[config.mk]
export PLATFORM = sky130hd
export DESIGN_NAME = uart_ctrl
export DESIGN_NICKNAME = d
export VERILOG_FILES = /design/src/rtl/uart_ctrl.sv
export SDC_FILE = /design/constraint.sdc
export NUM_CORES = 1
export LEC_CHECK = 0
export ABC_AREA = 1
export BUFFER_PORTS_ARGS = -buffer_cell sky130_fd_sc_hd__buf_4
export CAP_MARGIN = 5
export CORE_MARGIN = 4
export CORE_UTILIZATION = 45
export CTS_CLUSTER_DIAMETER = 120
export DETAILED_ROUTE_END_ITERATION = 10
export GPL_ROUTABILITY_DRIVEN = 0
export GPL_TIMING_DRIVEN = 0
export MAX_ROUTING_LAYER = met4
export PLACE_DENSITY = 0.82
export SLEW_MARGIN = 20
export SYNTH_ARGS = -nofsm -noshare
export SYNTH_HDL_FRONTEND = slang
export SYNTH_SLANG_ARGS = --single-unit
[constraint.sdc]
create_clock -name raw_clk -period 4.5 [get_ports raw_clk]
set_input_delay 0.9 -clock raw_clk [delete_from_list [all_inputs] [get_ports raw_clk]]
set_output_delay 0.9 -clock raw_clk [all_outputs]
set_load 0.1 [all_outputs]
[src/rtl/uart_ctrl.sv]
// Console-side uart controller: round-robin TX arbitration plus RX drain into a FIFO.
// Define UART_CTRL_RX_FIFO_EN for the 2**FIFO_DEPTH_LOG2 FIFO; otherwise RX uses one holding register.
module uart_ctrl #(
  parameter int NUM_REQ         = 3,
  parameter int FIFO_DEPTH_LOG2 = 3
) (
  input  logic                 raw_clk,
  input  logic                 reset_n,
  input  logic [NUM_REQ-1:0]   req_valid,
  input  logic [8*NUM_REQ-1:0] req_data,
  output logic [NUM_REQ-1:0]   req_grant,
  output logic [7:0]           uart_tx_data,
  output logic                 uart_tx_strobe,
  input  logic                 uart_tx_busy,
  input  logic [7:0]           uart_rx_data,
  input  logic                 uart_rx_ready,
  output logic                 uart_rx_ready_clear,
  output logic [7:0]           rx_data,
  output logic                 rx_valid,
  input  logic                 rx_pop,
  output logic                 rx_overflow,
  input  logic                 rx_overflow_clear
);

  localparam int SEL_W = (NUM_REQ > 1) ? $clog2(NUM_REQ) : 1;

  if (NUM_REQ < 1 || NUM_REQ > 8 || FIFO_DEPTH_LOG2 < 1) begin : g_bad_param
    $error("uart_ctrl: NUM_REQ must be 1..8 and FIFO_DEPTH_LOG2 at least 1");
  end

  typedef enum logic [1:0] {
    IDLE,
    STROBE,
    WAIT_START,
    WAIT_DONE
  } tx_state_t;

  tx_state_t            state_q, state_d;
  logic [SEL_W-1:0]     last_q;
  logic [SEL_W-1:0]     sel;
  logic [SEL_W:0]       cand;
  logic                 any_valid;
  logic                 take;
  logic [NUM_REQ-1:0]   grant_d;

  // Circular search starting one past the last winner; the extra cand bit absorbs the wrap.
  always_comb begin
    // NOTE: every always_comb output gets a default first so no path leaves it unassigned (no latch).
    sel       = last_q;
    any_valid = 1'b0;
    cand      = '0;
    for (int k = 1; k <= NUM_REQ; k++) begin
      cand = {1'b0, last_q} + (SEL_W+1)'(k);
      if (cand >= (SEL_W+1)'(NUM_REQ)) begin
        cand = cand - (SEL_W+1)'(NUM_REQ);
      end
      if (!any_valid && req_valid[cand[SEL_W-1:0]]) begin
        any_valid = 1'b1;
        sel       = cand[SEL_W-1:0];
      end
    end
    grant_d      = '0;
    grant_d[sel] = 1'b1;
  end

  always_comb begin
    state_d = state_q;
    take    = 1'b0;
    case (state_q)
      IDLE: begin
        if (!uart_tx_busy && any_valid) begin
          take    = 1'b1;
          state_d = STROBE;
        end
      end
      STROBE:     state_d = WAIT_START;
      WAIT_START: if (uart_tx_busy)  state_d = WAIT_DONE;
      WAIT_DONE:  if (!uart_tx_busy) state_d = IDLE;
      default:    state_d = IDLE;
    endcase
  end

  always_ff @(posedge raw_clk) begin
    // NOTE: sequential state uses non-blocking assignments so every flop samples pre-edge values.
    if (!reset_n) begin
      state_q <= IDLE;
    end else begin
      state_q <= state_d;
    end
  end

  // Strobe and grant are registered from the IDLE decision, so they are high only in STROBE.
  always_ff @(posedge raw_clk) begin
    if (!reset_n) begin
      uart_tx_strobe <= 1'b0;
      req_grant      <= '0;
      uart_tx_data   <= '0;
      last_q         <= SEL_W'(NUM_REQ - 1);
    end else begin
      uart_tx_strobe <= take;
      req_grant      <= take ? grant_d : '0;
      if (take) begin
        uart_tx_data <= req_data[8*sel +: 8];
        last_q       <= sel;
      end
    end
  end

  // The uart flag is still high during our clear cycle, so the clear itself masks a re-capture.
  logic capture, push, pop_eff, drop;
  assign capture = uart_rx_ready && !uart_rx_ready_clear;
  assign drop    = capture && !push;

  always_ff @(posedge raw_clk) begin
    if (!reset_n) begin
      uart_rx_ready_clear <= 1'b0;
      rx_overflow         <= 1'b0;
    end else begin
      uart_rx_ready_clear <= capture;
      if (drop) begin
        rx_overflow <= 1'b1;
      end else if (rx_overflow_clear) begin
        rx_overflow <= 1'b0;
      end
    end
  end

`ifdef UART_CTRL_RX_FIFO_EN
  localparam logic [FIFO_DEPTH_LOG2:0] DEPTH = (FIFO_DEPTH_LOG2+1)'(1 << FIFO_DEPTH_LOG2);

  logic [7:0]                 mem [1 << FIFO_DEPTH_LOG2];
  logic [FIFO_DEPTH_LOG2-1:0] wr_ptr, rd_ptr;
  logic [FIFO_DEPTH_LOG2:0]   count;
  logic                       empty, full;

  assign empty   = (count == '0);
  assign full    = (count == DEPTH);
  assign pop_eff = rx_pop && !empty;
  assign push    = capture && (!full || pop_eff);

  // NOTE: storage is not reset; count gates every read, so stale contents are never visible.
  always_ff @(posedge raw_clk) begin
    if (push) begin
      mem[wr_ptr] <= uart_rx_data;
    end
  end

  always_ff @(posedge raw_clk) begin
    if (!reset_n) begin
      wr_ptr <= '0;
      rd_ptr <= '0;
      count  <= '0;
    end else begin
      if (push)    wr_ptr <= wr_ptr + 1'b1;
      if (pop_eff) rd_ptr <= rd_ptr + 1'b1;
      case ({push, pop_eff})
        2'b10:   count <= count + 1'b1;
        2'b01:   count <= count - 1'b1;
        default: count <= count;
      endcase
    end
  end

  assign rx_data  = mem[rd_ptr];
  assign rx_valid = !empty;
`else
  logic [7:0] hold_q;
  logic       hold_valid_q;

  assign pop_eff = rx_pop && hold_valid_q;
  assign push    = capture && (!hold_valid_q || pop_eff);

  always_ff @(posedge raw_clk) begin
    if (!reset_n) begin
      hold_q       <= '0;
      hold_valid_q <= 1'b0;
    end else begin
      if (push) begin
        hold_q       <= uart_rx_data;
        hold_valid_q <= 1'b1;
      end else if (pop_eff) begin
        hold_valid_q <= 1'b0;
      end
    end
  end

  assign rx_data  = hold_q;
  assign rx_valid = hold_valid_q;
`endif

endmodule

Yosys cells after proc, flatten, opt, wreduce, memory -nomap -nowiden
Index checks and enable logic that the tools add are counted.
{"block": "word_totals", "register_bits": 27, "in_bits": 41, "output_inout_bits": 23, "wordCells": 77}
{"block": "classes", "addsub": 6, "magnitude_cmp": 8, "eq_ne": 6, "shifts": 1, "n_mux": 27, "n_reduce_logical": 20}
{"op": "$shiftx 24x6->8", "count": 1}
{"op": "$mux 2", "count": 9}
{"op": "$mux 1", "count": 13}
{"op": "$lt 2x3->1 const B", "count": 4}
{"op": "$ge 3x2->1 const B", "count": 3}
{"op": "$logic_and 1x1->1", "count": 8}
{"op": "$pmux 2 s4", "count": 1}
{"op": "$add 2x2->3 const B", "count": 2}
{"op": "$bmux 1 s2", "count": 3}
{"op": "$logic_not 1->1", "count": 6}
{"op": "$ne 2x2->1 const B", "count": 3}
{"op": "$sub 2x2->2 const B", "count": 3}
{"op": "$eq 2x2->1 const B", "count": 2}
{"op": "$reduce_bool 2->1", "count": 2}
{"op": "$add 2x1->3 const B", "count": 1}
{"op": "$reduce_and 3->1", "count": 1}
{"op": "$demux 1 s2", "count": 1}
{"op": "$eq 2x1->1 const B", "count": 1}
{"op": "$ge 2x1->1 const B", "count": 1}
{"op": "$logic_not 2->1", "count": 1}
{"op": "$reduce_and 2->1", "count": 1}
{"op": "$logic_or 1x1->1", "count": 1}

Longest topological paths before layout
{"block": "logic_depth", "depth_word": 16, "mapped_depth": 17, "mapped_depth_nobuf": 15}

Least setup slack after synthesis
OpenSTA, ideal clock, no wires.
{"block": "synth_timing", "path_kind": "flip-flop to flip-flop", "startpoint": "register last_q[0]", "endpoint": "register uart_tx_data[0]", "setup_time_ns": 0.109, "arrival_time_ns": 1.843, "t_required_ns": 4.391, "path_slack_ns": 2.548, "stages_incl_launch_ff": 14, "n_path_buf": 2, "synth_period_minus_slack_ns": 1.952, "path_cell_list": "dfxtp_1 > inv_2 > ha_1 > buf_6 > nand2_1 > nand2_2 > nand2_4 > nand2_4 > o21bai_4 > nor2_4 > buf_6 > o21a_1 > nand2_1 > inv_1"}
{"block": "synth_via", "elab_chain_len": 15, "word_cells_on_any_way": 32, "cone_classes": "6 x add/sub; 3 x order compare; 1 x shift; 17 x mux; 5 x reduce/logical"}
{"element": "start: declaration", "line_no": "39", "text": "logic [SEL_W-1:0] last_q;"}
{"element": "start signal: assignment", "line_no": "98", "text": "last_q <= SEL_W'(NUM_REQ - 1);"}
{"element": "start signal: assignment", "line_no": "104", "text": "last_q <= sel;"}
{"element": "parallel branches: the longest is 15 deep, another holds $add 2x1->3"}
{"element": "end signal: assignment", "line_no": "103", "text": "uart_tx_data <= req_data[8*sel +: 8];"}
{"element": "end: declaration", "line_no": "12", "text": "output logic [7:0] uart_tx_data,"}
Parallel ways; which one is timed is not known. The select of a mux whose other input is x is not followed.
A chain may end at the register's enable or synchronous reset.

Worst setup path in the final report
{"block": "layout_timing", "startpoint": "register last_q[0]", "endpoint": "register uart_tx_data[7]"}
The elaborated chain is that of the path after synthesis.

==> impl_metrics.tcl <==
set metrics [dict create \
    status "finished, final reports clean" \
    maxSlewHeadroom_pct 68.08 \
    yosys.cell_count.top_type "nand2_1" \
    layout_setup_ws_ns 2.260 \
    die_w_um 69.95 \
    cp-end-kind "register" \
    syn-mean-instance-area_um2 7.255 \
    powerDensity_mw_per_mm2 841.2 \
    final-instance-count-excl-fill 353 \
    antenna_found_initial 0 \
    drive_above_1_share_pct 32.79 \
    ys_warn_count 0 \
    post-route-util_pct 62.58 \
    diodes 0 \
    finalInstanceArea_mm2 0.002308 \
    clock.fmax_mhz 446.5 \
    reg2reg_from "last_q[0]" \
    ctsHoldBuffers 0 \
    synth_common_cells "nand2_1, dfxtp_1, inv_1, nand3_1, nor2_1" \
    post_dp_cell_area_mm2 0.002260 \
    wl_um 4087 \
    cts_sinks 27 \
    yosys-mux-area-fraction_pct 0.5797 \
    grt.overflow.total 0 \
    hold_start "rx_overflow" \
    comb_power_share_pct 75.9 \
    path_cells "inv_2 > ha_1 > buf_6 > nand2_1 > nand2_2 > nand2_4 > nand2_2 > nand2_1 > nand2_2 > buf_6 > nand3_1 > nand2_1 > nand2_1 > nand3_1 > nand2_1 > inv_1" \
    power_frac_clock_pct 7.2 \
    fin_nets 354 \
    worstPathArrival_ns 2.42 \
    whs_endpoint "rx_overflow" \
    ys_types 31 \
    synth-simple-area-share_pct 37.39 \
    cp.required_ns 4.68 \
    ys_seq_area_share_pct 31.30 \
    cp_top_family "simple AND/OR/NAND/NOR gates" \
    swShare_pct 57.40 \
    ant_nets 0 \
    drv_slew 0 \
    first_pass_iters 4 \
    rows 22 \
    synth_edf_count 0 \
    clkTransAtPathRegs_ns 0.10 \
    worstSetupPathType "register to register" \
    power_switching_mw 1.115 \
    clock_path_buffers 2 \
    fp.dieH_um 69.95 \
    io-pin-count 64 \
    pre_cts_ws_ns 2.283 \
    leakage_nw 1.234 \
    synth_top_area_share_pct 31.30 \
    core_mm2 0.003689 \
    timing.final.setup_violations 0 \
    crit_buf_inv 4 \
    synthToLayoutAreaGrowth_pct 33.70 \
    placed_cells 349 \
    startpoint_type "register" \
    synth_area_leaders "dfxtp_1, nand2_1, nand3_1" \
    dp_hpwl_um 3180 \
    cts_resized 0 \
    min_path_cells 1 \
    yosys.area_share.adder_pct 5.072 \
    rsz0062_at_grt "false" \
    worst_pin_slew_ns 0.4771 \
    wl_per_cell_um 11.58 \
    maxCapViolCount 0 \
    drc_errors 0 \
    synth_nets 286 \
    max_stage_delay_ns 0.46 \
    fin_setup_tns_ns 0 \
    htreeDepth 1 \
    cts-root-buf "clkbuf_8" \
    total_power_mw 1.942 \
    grt.total_usage_pct 17.78 \
    crit_top_cell "nand2_1" \
    hold_violations 0 \
    post-route-period-util_pct 49.77 \
    power_frac_seq_pct 16.9 \
    crit_path_top_delay_cell "dfxtp_1" \
    reg2reg_depth 16 \
    grt_max_degree 17 \
    synth_compound_area_share_pct 14.28 \
    timing.rr.end "uart_tx_data[7]" \
    syn_area_mm2 0.001727 \
    port_buffers 63 \
    synth-main-ff-cell "dfxtp_1" \
    cp_max_fo 10 \
    synth-seq-cells 27 \
    yosys.area.top_type "dfxtp_1" \
    synth_top_family_by_area "simple AND/OR/NAND/NOR gates" \
    p_int_uw 827.2 \
    die_area_mm2 0.004892 \
    fin_skew_ns 0.003522 \
    viasPerCell 4.802 \
    drtIter0Drc 96 \
    grt_pass1_wl_um 7203 \
    r2r_setup_slack_ns 2.26 \
    async_reset_ff_share_pct 0 \
    hp-class "register to register" \
    min_period_ns 2.240 \
    ir_drop_v 0.0003765 \
    timing.hold.ws_ns 0.5129 \
    syn-instance-count 238 \
    cts_setup_buffers 0 \
    grt_pass1_vias 1702 \
    insertion_delay_ns 0.27 \
    start_util_pct 46.81 \
    num_vias 1695 \
    yosys.area_share.xor_xnor_pct 0 \
    numCtsBuffers 3 \
    cts_tree "done" \
]
[worst register-to-register path, stage by stage, from the launching register on]
cell	delay, ns
dfxtp_1	0.46
inv_2	0.13
ha_1	0.32
buf_6	0.15
nand2_1	0.12
nand2_2	0.09
nand2_4	0.13
nand2_2	0.05
nand2_1	0.06
nand2_2	0.11
buf_6	0.17
nand3_1	0.08
nand2_1	0.06
nand2_1	0.05
nand3_1	0.08
nand2_1	0.07
inv_1	0.03
[flip-flops by register name (all words and copies together), names as in the netlist]
register             flops
uart_tx_strobe           1
uart_tx_data             8
rx_valid                 1
req_grant                3
uart_rx_ready_clear      1
state_q                  2
rx_overflow              1
last_q                   2
rx_data                  8
[worst max path at each step]
stage                 start              end  cells after the start
2_1_floorplan     last_q[0]  uart_tx_data[0]                     13
3_3_place_gp   req_valid[1]  uart_tx_data[4]                     14
3_5_place_dp   req_valid[1]  uart_tx_data[7]                     14
4_1_cts           last_q[0]  uart_tx_data[7]                     15
5_1_grt           last_q[0]  uart_tx_data[4]                     16
6_report          last_q[0]  uart_tx_data[7]                     16
[metal layers]
layer / track usage [%] / wire (µm) / vias to the layer above
met5: - / 0 / -
met4: 1.277 / 6 / 0
met3: 5.324 / 306 / 2
met2: 32.53 / 2003 / 56
met1: 19.86 / 1770 / 744
li1: - / - / 893
[kinds of logic after synthesis]
kind of cell | after synthesis
fa+ha+maj | 7
mux | 1
compound gates | 36
flops | 27
simple gates | 130
buf+inv | 37
[area by class of cell]
cell class	count	area, µm²
Buffer	9	86.33
Clock buffer	3	41.29
Clock inverter	1	7.507
Fill cell	353	1380
Inverter	28	110.1
Multi-Input combinational cell	174	989.7
Sequential cell	27	540.5
Tap cell	48	60.06
Timing Repair Buffer	63	473.0
[power groups by stage]
stage / registers (mW) / clock network [mW] / logic (mW)
finish: 0.328 / 0.139 / 1.47
CTS: 0.328 / 0.143 / 1.48
detailed placement: 0.333 / 0 / 1.47
floorplan: 0.601 / 0 / 0.925
global route: 0.333 / 0.150 / 1.63
global placement: 0.329 / 0 / 1.45
[cell usage in the layout, fill, tap and decap left out]
| master | n |
|---|---|
| buf_4 | 64 |
| nand2_1 | 59 |
| dfxtp_1 | 27 |
| inv_1 | 25 |
| nor2_1 | 24 |
| nand3_1 | 24 |
| o21ai_0 | 11 |
| o21a_1 | 9 |
| nand2_2 | 7 |
| a21boi_0 | 7 |
| ha_1 | 7 |
| buf_6 | 6 |
| nand2_4 | 4 |
| o21ai_1 | 3 |
| nor3_2 | 3 |
| clkbuf_8 | 3 |
| inv_2 | 2 |
| nand3_4 | 2 |
| nand3_2 | 2 |
| nor2_4 | 2 |
| a21boi_1 | 2 |
| clkbuf_1 | 1 |
| inv_6 | 1 |
| nor2_2 | 1 |
| nand4_1 | 1 |
| o21bai_4 | 1 |
| clkbuf_4 | 1 |
| mux2i_1 | 1 |
| nor3_1 | 1 |
| a21oi_1 | 1 |
| o211ai_1 | 1 |
| a32o_1 | 1 |
| clkinvlp_4 | 1 |
No activity file was read; power rests on OpenSTA's default activity.
